`config.mk`:
```
export PLATFORM = sky130hd
export DESIGN_NAME = wb_arbiter_2to1
export DESIGN_NICKNAME = d
export VERILOG_FILES = /design/src/rtl/wb_arbiter_2to1.sv
export SDC_FILE = /design/constraint.sdc
export NUM_CORES = 1
export LEC_CHECK = 0
export CAP_MARGIN = 40
export CORE_AREA = 2 2 125 127
export CTS_BUF_LIST = sky130_fd_sc_hd__clkbuf_16
export DETAILED_ROUTE_END_ITERATION = 6
export DIE_AREA = 0 0 127 129
export PLACE_DENSITY = 0.57
export SLEW_MARGIN = 30
export SYNTH_ARGS = -nofsm -noshare
export SYNTH_HDL_FRONTEND = slang
export SYNTH_SLANG_ARGS = --single-unit
```
`constraint.sdc`:
```
create_clock -name i_clk -period 2.2 [get_ports i_clk]
set_input_delay 0.22 -clock i_clk [delete_from_list [all_inputs] [get_ports i_clk]]
set_output_delay 0.22 -clock i_clk [all_outputs]
set_load 0.02 [all_outputs]
```
`src/rtl/wb_arbiter_2to1.sv`:
```
// Two-master / one-slave Wishbone B4 classic arbiter.
// Master 0 is instruction fetch, master 1 is load/store. Round-robin on ties,
// the owner keeps the bus for its whole CYC tenure, and a watchdog converts a
// slave that never answers into an error to the owning master.
module wb_arbiter_2to1 #(
    parameter int unsigned AW      = 32,
    parameter int unsigned DW      = 32,
    parameter int unsigned TIMEOUT = 255
) (
    input  logic              i_clk,
    input  logic              i_reset_n,

    input  logic              i_m0_cyc,
    input  logic              i_m0_stb,
    input  logic              i_m0_we,
    input  logic [AW-1:0]     i_m0_adr,
    input  logic [DW-1:0]     i_m0_dat,
    input  logic [DW/8-1:0]   i_m0_sel,
    output logic [DW-1:0]     o_m0_dat,
    output logic              o_m0_ack,
    output logic              o_m0_err,

    input  logic              i_m1_cyc,
    input  logic              i_m1_stb,
    input  logic              i_m1_we,
    input  logic [AW-1:0]     i_m1_adr,
    input  logic [DW-1:0]     i_m1_dat,
    input  logic [DW/8-1:0]   i_m1_sel,
    output logic [DW-1:0]     o_m1_dat,
    output logic              o_m1_ack,
    output logic              o_m1_err,

    output logic              o_s_cyc,
    output logic              o_s_stb,
    output logic              o_s_we,
    output logic [AW-1:0]     o_s_adr,
    output logic [DW-1:0]     o_s_dat,
    output logic [DW/8-1:0]   o_s_sel,
    input  logic [DW-1:0]     i_s_dat,
    input  logic              i_s_ack,
    input  logic              i_s_err,

    output logic [1:0]        o_grant
);

    localparam int unsigned SW      = DW / 8;
    localparam int unsigned TW_RAW  = $clog2(TIMEOUT + 1);
    localparam int unsigned WDW     = (TW_RAW > 8) ? TW_RAW : 8;
    localparam logic [WDW-1:0] WD_LIMIT = WDW'(TIMEOUT);

    typedef enum logic [1:0] {
        IDLE = 2'd0,
        OWN0 = 2'd1,
        OWN1 = 2'd2
    } state_t;

    state_t           state_q, state_d;
    logic             last_q,  last_d;
    logic [WDW-1:0]   wdog_q,  wdog_d;

    logic             own_cyc;
    logic             own_stb;
    logic             own_we;
    logic [AW-1:0]    own_adr;
    logic [DW-1:0]    own_dat;
    logic [SW-1:0]    own_sel;

    logic             s_ack_v;
    logic             s_err_v;
    logic             wdog_exp;
    logic             fwd_ack;
    logic             fwd_err;

    // Owner selection mux: slave-side signals come straight from the owning
    // master; everything is zero while nobody owns the bus.
    always_comb begin
        own_cyc = 1'b0;
        own_stb = 1'b0;
        own_we  = 1'b0;
        own_adr = '0;
        own_dat = '0;
        own_sel = '0;
        case (state_q)
            OWN0: begin
                own_cyc = i_m0_cyc;
                own_stb = i_m0_stb;
                own_we  = i_m0_we;
                own_adr = i_m0_adr;
                own_dat = i_m0_dat;
                own_sel = i_m0_sel;
            end
            OWN1: begin
                own_cyc = i_m1_cyc;
                own_stb = i_m1_stb;
                own_we  = i_m1_we;
                own_adr = i_m1_adr;
                own_dat = i_m1_dat;
                own_sel = i_m1_sel;
            end
            default: begin
                own_cyc = 1'b0;
            end
        endcase
    end

    // Slave responses only count while a cycle is actually open; the watchdog
    // fires on the cycle its count reaches the limit with the strobe still up.
    always_comb begin
        s_ack_v  = i_s_ack & own_cyc;
        s_err_v  = i_s_err & own_cyc;
        wdog_exp = (TIMEOUT != 0) && own_cyc && own_stb && (wdog_q == WD_LIMIT);
        // Slave ERR beats ACK; a genuine ACK beats a coincident watchdog expiry.
        fwd_ack  = s_ack_v & ~s_err_v;
        fwd_err  = s_err_v | (wdog_exp & ~s_ack_v);
    end

    // Ownership state: grant from IDLE by round-robin, hold until the owner
    // drops CYC, then hand straight to a waiting master with no idle cycle.
    always_comb begin
        state_d = state_q;
        last_d  = last_q;
        case (state_q)
            IDLE: begin
                if (i_m0_cyc && i_m1_cyc) begin
                    state_d = last_q ? OWN0 : OWN1;
                end else if (i_m0_cyc) begin
                    state_d = OWN0;
                end else if (i_m1_cyc) begin
                    state_d = OWN1;
                end
            end
            OWN0: begin
                if (!i_m0_cyc) begin
                    state_d = i_m1_cyc ? OWN1 : IDLE;
                    last_d  = 1'b0;
                end
            end
            OWN1: begin
                if (!i_m1_cyc) begin
                    state_d = i_m0_cyc ? OWN0 : IDLE;
                    last_d  = 1'b1;
                end
            end
            default: begin
                state_d = IDLE;
            end
        endcase
    end

    // Watchdog count: advances only while the same owner keeps STB up without
    // any response; any answer, idle strobe, expiry or owner change restarts it.
    always_comb begin
        wdog_d = wdog_q + 1'b1;
        if ((TIMEOUT == 0) || (state_q == IDLE) || (state_d != state_q) ||
            !own_stb || !own_cyc || s_ack_v || s_err_v || wdog_exp) begin
            wdog_d = '0;
        end
    end

    // State, round-robin pointer and watchdog registers.
    always_ff @(posedge i_clk or negedge i_reset_n) begin
        if (!i_reset_n) begin
            state_q <= IDLE;
            last_q  <= 1'b1;
            wdog_q  <= '0;
        end else begin
            state_q <= state_d;
            last_q  <= last_d;
            wdog_q  <= wdog_d;
        end
    end

    // Bus outputs: slave side from the owner mux, master responses gated to
    // the owner only, read data broadcast to both masters.
    always_comb begin
        o_s_cyc  = own_cyc;
        o_s_stb  = own_stb & ~wdog_exp;
        o_s_we   = own_we;
        o_s_adr  = own_adr;
        o_s_dat  = own_dat;
        o_s_sel  = own_sel;
        o_m0_dat = i_s_dat;
        o_m1_dat = i_s_dat;
        o_m0_ack = (state_q == OWN0) & fwd_ack;
        o_m0_err = (state_q == OWN0) & fwd_err;
        o_m1_ack = (state_q == OWN1) & fwd_ack;
        o_m1_err = (state_q == OWN1) & fwd_err;
        o_grant  = {state_q == OWN1, state_q == OWN0};
    end

`ifndef SYNTHESIS
    a_m0_ack_err_excl : assert property (@(posedge i_clk) disable iff (!i_reset_n)
        !(o_m0_ack && o_m0_err));
    a_m1_ack_err_excl : assert property (@(posedge i_clk) disable iff (!i_reset_n)
        !(o_m1_ack && o_m1_err));
    a_grant_onehot0   : assert property (@(posedge i_clk) disable iff (!i_reset_n)
        $onehot0(o_grant));
    a_resp_one_master : assert property (@(posedge i_clk) disable iff (!i_reset_n)
        !((o_m0_ack || o_m0_err) && (o_m1_ack || o_m1_err)));
`endif

endmodule

```
[Yosys cells after proc, flatten, opt, wreduce, memory -nomap -nowiden]
Index checks and enable logic that the tools add are counted.
Operators by class
  mux-type cells: 19
  reduce and logical (&&, ||, !) cells: 14
  $add $sub $neg: 1
  equality and inequality tests: 6
  bitwise operators: 13
Operators with widths (count)
  one-hot mux 32 bit (2 select lines): 2
  2-to-1 mux 2 bit: 7
  AND 1 bit: 9
  adder 8 x 1 -> 8 bit (second input constant): 1
  == test 8 bit (second input constant): 1
  2-to-1 mux 8 bit: 1
  one-hot mux 1 bit (2 select lines): 4
  one-hot mux 4 bit (2 select lines): 1
  logical OR 1 bit: 6
  one-hot mux 2 bit (3 select lines): 1
  inequality test 2 bit (second input constant): 2
  logical AND 1 bit: 3
  2-to-1 mux 1 bit: 3
  NOT 1 bit: 3
  AND reduction 3 bit: 1
  == test 2 x 1 -> 1 bit (second input constant): 1
  == test 2 bit (second input constant): 1
  logical NOT 1 bit: 2
  logical NOT 2 bit: 1
  inequality test 2 bit: 1
  nonzero test 2 bit: 1
  bitwise OR 1 bit: 1
Storage, ports and cells
  output and inout bits: 141
  bits of input ports: 178
  logic and storage cells: 56
  bits in registers: 11

[Longest topological paths before layout]
  word-level depth: 12
  gate-level depth with buffers: 8
  mapped depth without buffers: 7

[Worst setup path after synthesis]
Ideal clock, no wire load.
  path kind: reg2out
  start: register state_q[0]
  end: output port o_m0_err
  arrival: 1.830 ns
  setup slack: 0.150 ns
  cell stages (with the launch flop): 8
  cells stage by stage: dfrtp_1 -> inv_1 -> ha_1 -> a22oi_2 -> nor4b_4 -> nor2b_1 -> o21a_1 -> and2_1
Between the ends
  cells in the longest elaborated chain, start to end: 7
RTL lines
  from (decl): line 57  | state_t state_q, state_d;
  from (signal assigned): line 167  | state_q <= state_d;
  == test 2 bit / == test 2 x 1 -> 1 bit (equally long branches): line 83, 185
  one-hot mux 1 bit (2 select lines): line 83  | case (state_q)
  AND 1 bit / logical AND 1 bit (equally long branches): line 109, 111
  NOT 1 bit / logical AND 1 bit (equally long branches): line 114, 111
  AND 1 bit: line 114  | fwd_err = s_err_v | (wdog_exp & ~s_ack_v);
  bitwise OR 1 bit: line 114
  AND 1 bit (*): line 185  | o_m0_err = (state_q == OWN0) & fwd_err;
  to (decl): line 21  | output logic o_m0_err,
Mark *: on every way between the ends. The rest lies on a longest branch, timed or not.

[Final worst setup path]
  start: register state_q[1]
  end: output port o_m0_err
Same word-level chain as after synthesis.

==> report_table.html <==
<table>
<tr><th>Metric</th><th>Value</th></tr>
<tr><th colspan="2">Clock tree</th></tr>
<tr><td>Master cell of the clock root buffer</td><td>clkbuf_16</td></tr>
<tr><td>Number of hold buffers added after CTS</td><td>0</td></tr>
<tr><td>Clock H-tree levels</td><td>1</td></tr>
<tr><td>Maximum clock path buffer count</td><td>2</td></tr>
<tr><td>Clock Pin Slew Worst Setup and Hold Paths</td><td>0.04 ns</td></tr>
<tr><td>Clock sinks</td><td>11</td></tr>
<tr><td>Number of buffers added by the clock tree synthesis step</td><td>3</td></tr>
<tr><td>Clock tree from TritonCTS</td><td>done</td></tr>
<tr><td>Clk Latency, worst-skew pair</td><td>0.24 ns</td></tr>
<tr><th colspan="2">Floorplanning</th></tr>
<tr><td>Area enclosed by the die boundary</td><td>16400 sq um</td></tr>
<tr><td>Core area</td><td>15000 sq um</td></tr>
<tr><td>Count of pins on the block boundary</td><td>319</td></tr>
<tr><td>DIE WIDTH</td><td>127 um</td></tr>
<tr><td>Die Ht</td><td>129 um</td></tr>
<tr><td>Cell row count</td><td>45</td></tr>
<tr><td>Starting density of the core</td><td>0.159</td></tr>
<tr><th colspan="2">Run</th></tr>
<tr><td>Number of maximum-capacitance violations</td><td>0</td></tr>
<tr><th colspan="2">Routing</th></tr>
<tr><td>Number of design rule violations left after detail routing</td><td>1</td></tr>
<tr><td>Number of vias per cell after detailed routing</td><td>4.34</td></tr>
<tr><td>Aggregate routed wire length</td><td>10.4 mm</td></tr>
<tr><td>Routed length per instance</td><td>15.5 um</td></tr>
<tr><td>Number of optimization iterations in the first detailed-route pass</td><td>6</td></tr>
<tr><td>Vias post-DR</td><td>2901</td></tr>
<tr><td>Antenna violation net count after detailed routing</td><td>0</td></tr>
<tr><td>Starting DRC count in detailed routing</td><td>164</td></tr>
<tr><th colspan="2">Global route</th></tr>
<tr><td>Antenna violations before repair</td><td>0</td></tr>
<tr><td>Wire length of the first global-routing pass</td><td>14.7 mm</td></tr>
<tr><td>Total global routing overflow</td><td>0</td></tr>
<tr><td>Global Route Usage Sum</td><td>0.108</td></tr>
<tr><td>Number of global-route vias before repair</td><td>2846</td></tr>
<tr><td>Pin count of the biggest net entering global routing</td><td>38</td></tr>
<tr><th colspan="2">Critical path</th></tr>
<tr><td>Cell at the slowest stage of the critical path</td><td>dfrtp_2</td></tr>
<tr><td>Register-to-register path setup slack</td><td>0.13 ns</td></tr>
<tr><td>Cell Chain, Critical Path</td><td>buf_6 -&gt; ha_4 -&gt; a22oi_2 -&gt; nor4b_4 -&gt; nor2b_2 -&gt; o21a_1 -&gt; and2_1 -&gt; buf_4</td></tr>
<tr><td>Peak per-stage delay on the critical path</td><td>0.43 ns</td></tr>
<tr><td>Nature of the critical path endpoint</td><td>primary output</td></tr>
<tr><td>Data required, critical path</td><td>1.98 ns</td></tr>
<tr><td>Kind of start point of the critical path</td><td>flop</td></tr>
<tr><td>Critical-path maximum fanout</td><td>3</td></tr>
<tr><td>WP data arrival</td><td>1.92 ns</td></tr>
<tr><td>Critical path type</td><td>reg2out</td></tr>
<tr><th colspan="2">Pwr</th></tr>
<tr><td>Power per cell area</td><td>972 nW/um^2</td></tr>
<tr><td>Post-layout total power</td><td>0.00446 W</td></tr>
<tr><td>IR Drop Worst-Case VDD</td><td>0.000399 V</td></tr>
<tr><td>Reported leakage power</td><td>1.87 nW</td></tr>
<tr><th colspan="2">Status</th></tr>
<tr><td>Failing checks</td><td>DRC</td></tr>
<tr><td>Result of the run</td><td>finished, violations left</td></tr>
<tr><th colspan="2">Timing</th></tr>
<tr><td>Final setup slack of the worst path</td><td>0.0634 ns</td></tr>
<tr><td>Worst slew margin relative to its limit</td><td>0.634</td></tr>
<tr><td>Final setup violation count</td><td>0</td></tr>
<tr><td>Peak Freq</td><td>0.468 GHz</td></tr>
<tr><td>Slew Viols, Final</td><td>0</td></tr>
<tr><td>Final period util</td><td>0.971</td></tr>
<tr><td>Setup skew after layout</td><td>0.00319 ns</td></tr>
<tr><td>Post-layout min period</td><td>2.14 ns</td></tr>
<tr><td>Hold slack</td><td>0.343 ns</td></tr>
<tr><td>Endpoints failing hold</td><td>0</td></tr>
<tr><td>Tightest Pin Transition</td><td>0.547 ns</td></tr>
<tr><td>Unrepaired setup endpoints after global routing</td><td>yes</td></tr>
<tr><th colspan="2">Synth</th></tr>
<tr><td>Top cells by area in the synthesized netlist</td><td>a22oi_1, buf_4, nor2b_1</td></tr>
<tr><td>Fraction of post-synthesis cell area in the top cell type by area</td><td>0.218</td></tr>
<tr><td>Largest area contributor in the netlist</td><td>a22oi_1</td></tr>
<tr><td>Synth Register Bits</td><td>11</td></tr>
<tr><td>Syn Inst Count</td><td>317</td></tr>
<tr><td>Synth top cells by count</td><td>nor2b_1, a22oi_1, buf_4, clkbuf_1</td></tr>
<tr><td>Cell with the most instances after synthesis</td><td>nor2b_1</td></tr>
<tr><td>Area of the mapped netlist</td><td>2370 sq um</td></tr>
<tr><td>Share of flip-flops with an asynchronous set or reset</td><td>1.00</td></tr>
<tr><td>Top_reg_cell synth</td><td>dfrtp_1</td></tr>
<tr><td>Mean Syn Cell Area</td><td>7.49 sq um</td></tr>
<tr><td>Syn. warnings</td><td>0</td></tr>
<tr><td>Post-synth EDFFs</td><td>0</td></tr>
<tr><td>Total nets after synthesis</td><td>501</td></tr>
<tr><td>Count of different cell masters after synthesis</td><td>40</td></tr>
<tr><td>Share of the yosys chip area belonging to registers</td><td>0.116</td></tr>
<tr><th colspan="2">Final layout</th></tr>
<tr><td>Layout net count</td><td>666</td></tr>
<tr><td>Filler cells</td><td>1645</td></tr>
<tr><td>Area growth from synthesis to final layout</td><td>93.3%</td></tr>
<tr><td>Final instance area</td><td>4590 sq um</td></tr>
<tr><td>Fraction of final layout cells with drive strength greater than 1</td><td>0.143</td></tr>
<tr><td>Fraction of the core area covered by cells at the end of the flow</td><td>0.306</td></tr>
<tr><td>Antenna diode count</td><td>0</td></tr>
<tr><th colspan="2">Worst hold path</th></tr>
<tr><td>Worst min-delay path class</td><td>in2async</td></tr>
<tr><th colspan="2">Placed design</th></tr>
<tr><td>Placed instance area</td><td>4460 sq um</td></tr>
<tr><td>Worst-case setup slack after placement</td><td>-0.136 ns</td></tr>
<tr><td>Placed wire-length estimate after detailed placement</td><td>7.96 mm</td></tr>
<tr><td>Final RePlAce weighted congestion</td><td>0.782</td></tr>
<tr><td>Port Buffer Count</td><td>222</td></tr>
</table>
==> metal layers <==
| metal | routed length (um) | global-route usage | up-vias |
|---|---|---|---|
| met5 | 0 | 0 | - |
| met4 | 120 | 0.0142 | 0 |
| met3 | 753 | 0.0233 | 24 |
| met2 | 5410 | 0.204 | 142 |
| met1 | 4100 | 0.129 | 1356 |
| li1 | - | - | 1379 |
==> critical path, delay by kind of cell (launching register included) <==
family,cells,cell delay [ns]
and+or+nand+nor,3,0.40
DFF,1,0.43
AOI/OAI and AO/OA,2,0.42
adders and majority gates,1,0.16
buffers and inverters,2,0.28
==> registers in the layout, summed over array words and instances (netlist names) <==
| signal | count |
|---|---|
| last_q | 1 |
| wdog_q | 8 |
| state_q | 2 |
==> report_power, final <==
group	switching (W)	total, W	internal [W]
sequential	0.0000291	0.000266	0.000237
combinational	0.00204	0.00386	0.00182
clock	0.0000924	0.000331	0.000239
==> cells by family after synthesis <==
kind of cell	synth area share
and+or+nand+nor	0.296
buffers and inverters	0.252
AOI/OAI and AO/OA	0.282
DFF	0.116
xor gates and xnor gates	0.0221
adders and majority gates	0.0316
==> layout by cell type (no fill, tap or decap), types with 4 or more instances in the layout <==
| cell | instances |
|---|---|
| xor2_1 | 4 |
| buf_4 | 18 |
| dfrtp_1 | 9 |
| nor3_2 | 4 |
| nand2b_1 | 5 |
| clkdlybuf4s50_1 | 147 |
| nor2b_1 | 69 |
| nand3_1 | 4 |
| buf_12 | 4 |
| a22oi_1 | 67 |
| dlygate4sd2_1 | 43 |
| nand2_1 | 8 |
| clkbuf_16 | 5 |
| clkbuf_2 | 10 |
| clkdlybuf4s15_1 | 17 |
| nor2_1 | 10 |
| and3_1 | 4 |
| buf_6 | 4 |
==> timing repair <==
| action | 4_1_cts | 5_1_grt |
|---|---|---|
| gates cloned | 0 | 2 |
| pin swaps | 1 | 8 |
| endpoints found under the hold margin | 0 | 0 |
| gates resized for setup | 92 | 60 |
| endpoints found under the setup margin | 75 | 70 |
| buffers inserted | 2 | 3 |
==> stage by stage <==
stage	cells	TNS, ns
floorplan	317	0
global placement	659	-1.53
detailed placement	659	-2.40
CTS	665	0
global route	669	-0.0947
finish	669	0
==> area by class of cell <==
class,count,area [sq um],area share
timing repair buffer,249,2420,0.527
multi-input combinational,213,1560,0.340
sequential,11,278,0.0605
tap,188,235,0.0513
clock buffer,3,75.1,0.0164
inverter,4,17.5,0.00382
clock inverter,1,3.75,0.000818
==> path summary, 6_finish.rpt <==
path / from / cells after the start / to
max: state_q[1]$_DFF_PN0_ / 8 / o_m0_err
min in group i_clk: i_s_dat[10] / 0 / o_m0_dat[10]
min reg2reg: wdog_q[0]$_DFF_PN0_ / 1 / wdog_q[0]$_DFF_PN0_
max in group asynchronous: i_reset_n / 1 / state_q[1]$_DFF_PN0_
max reg2reg: state_q[1]$_DFF_PN0_ / 9 / wdog_q[1]$_DFF_PN0_
min: i_reset_n / 1 / state_q[0]$_DFF_PN0_
Note: power is estimated with default switching activity, not from simulation.
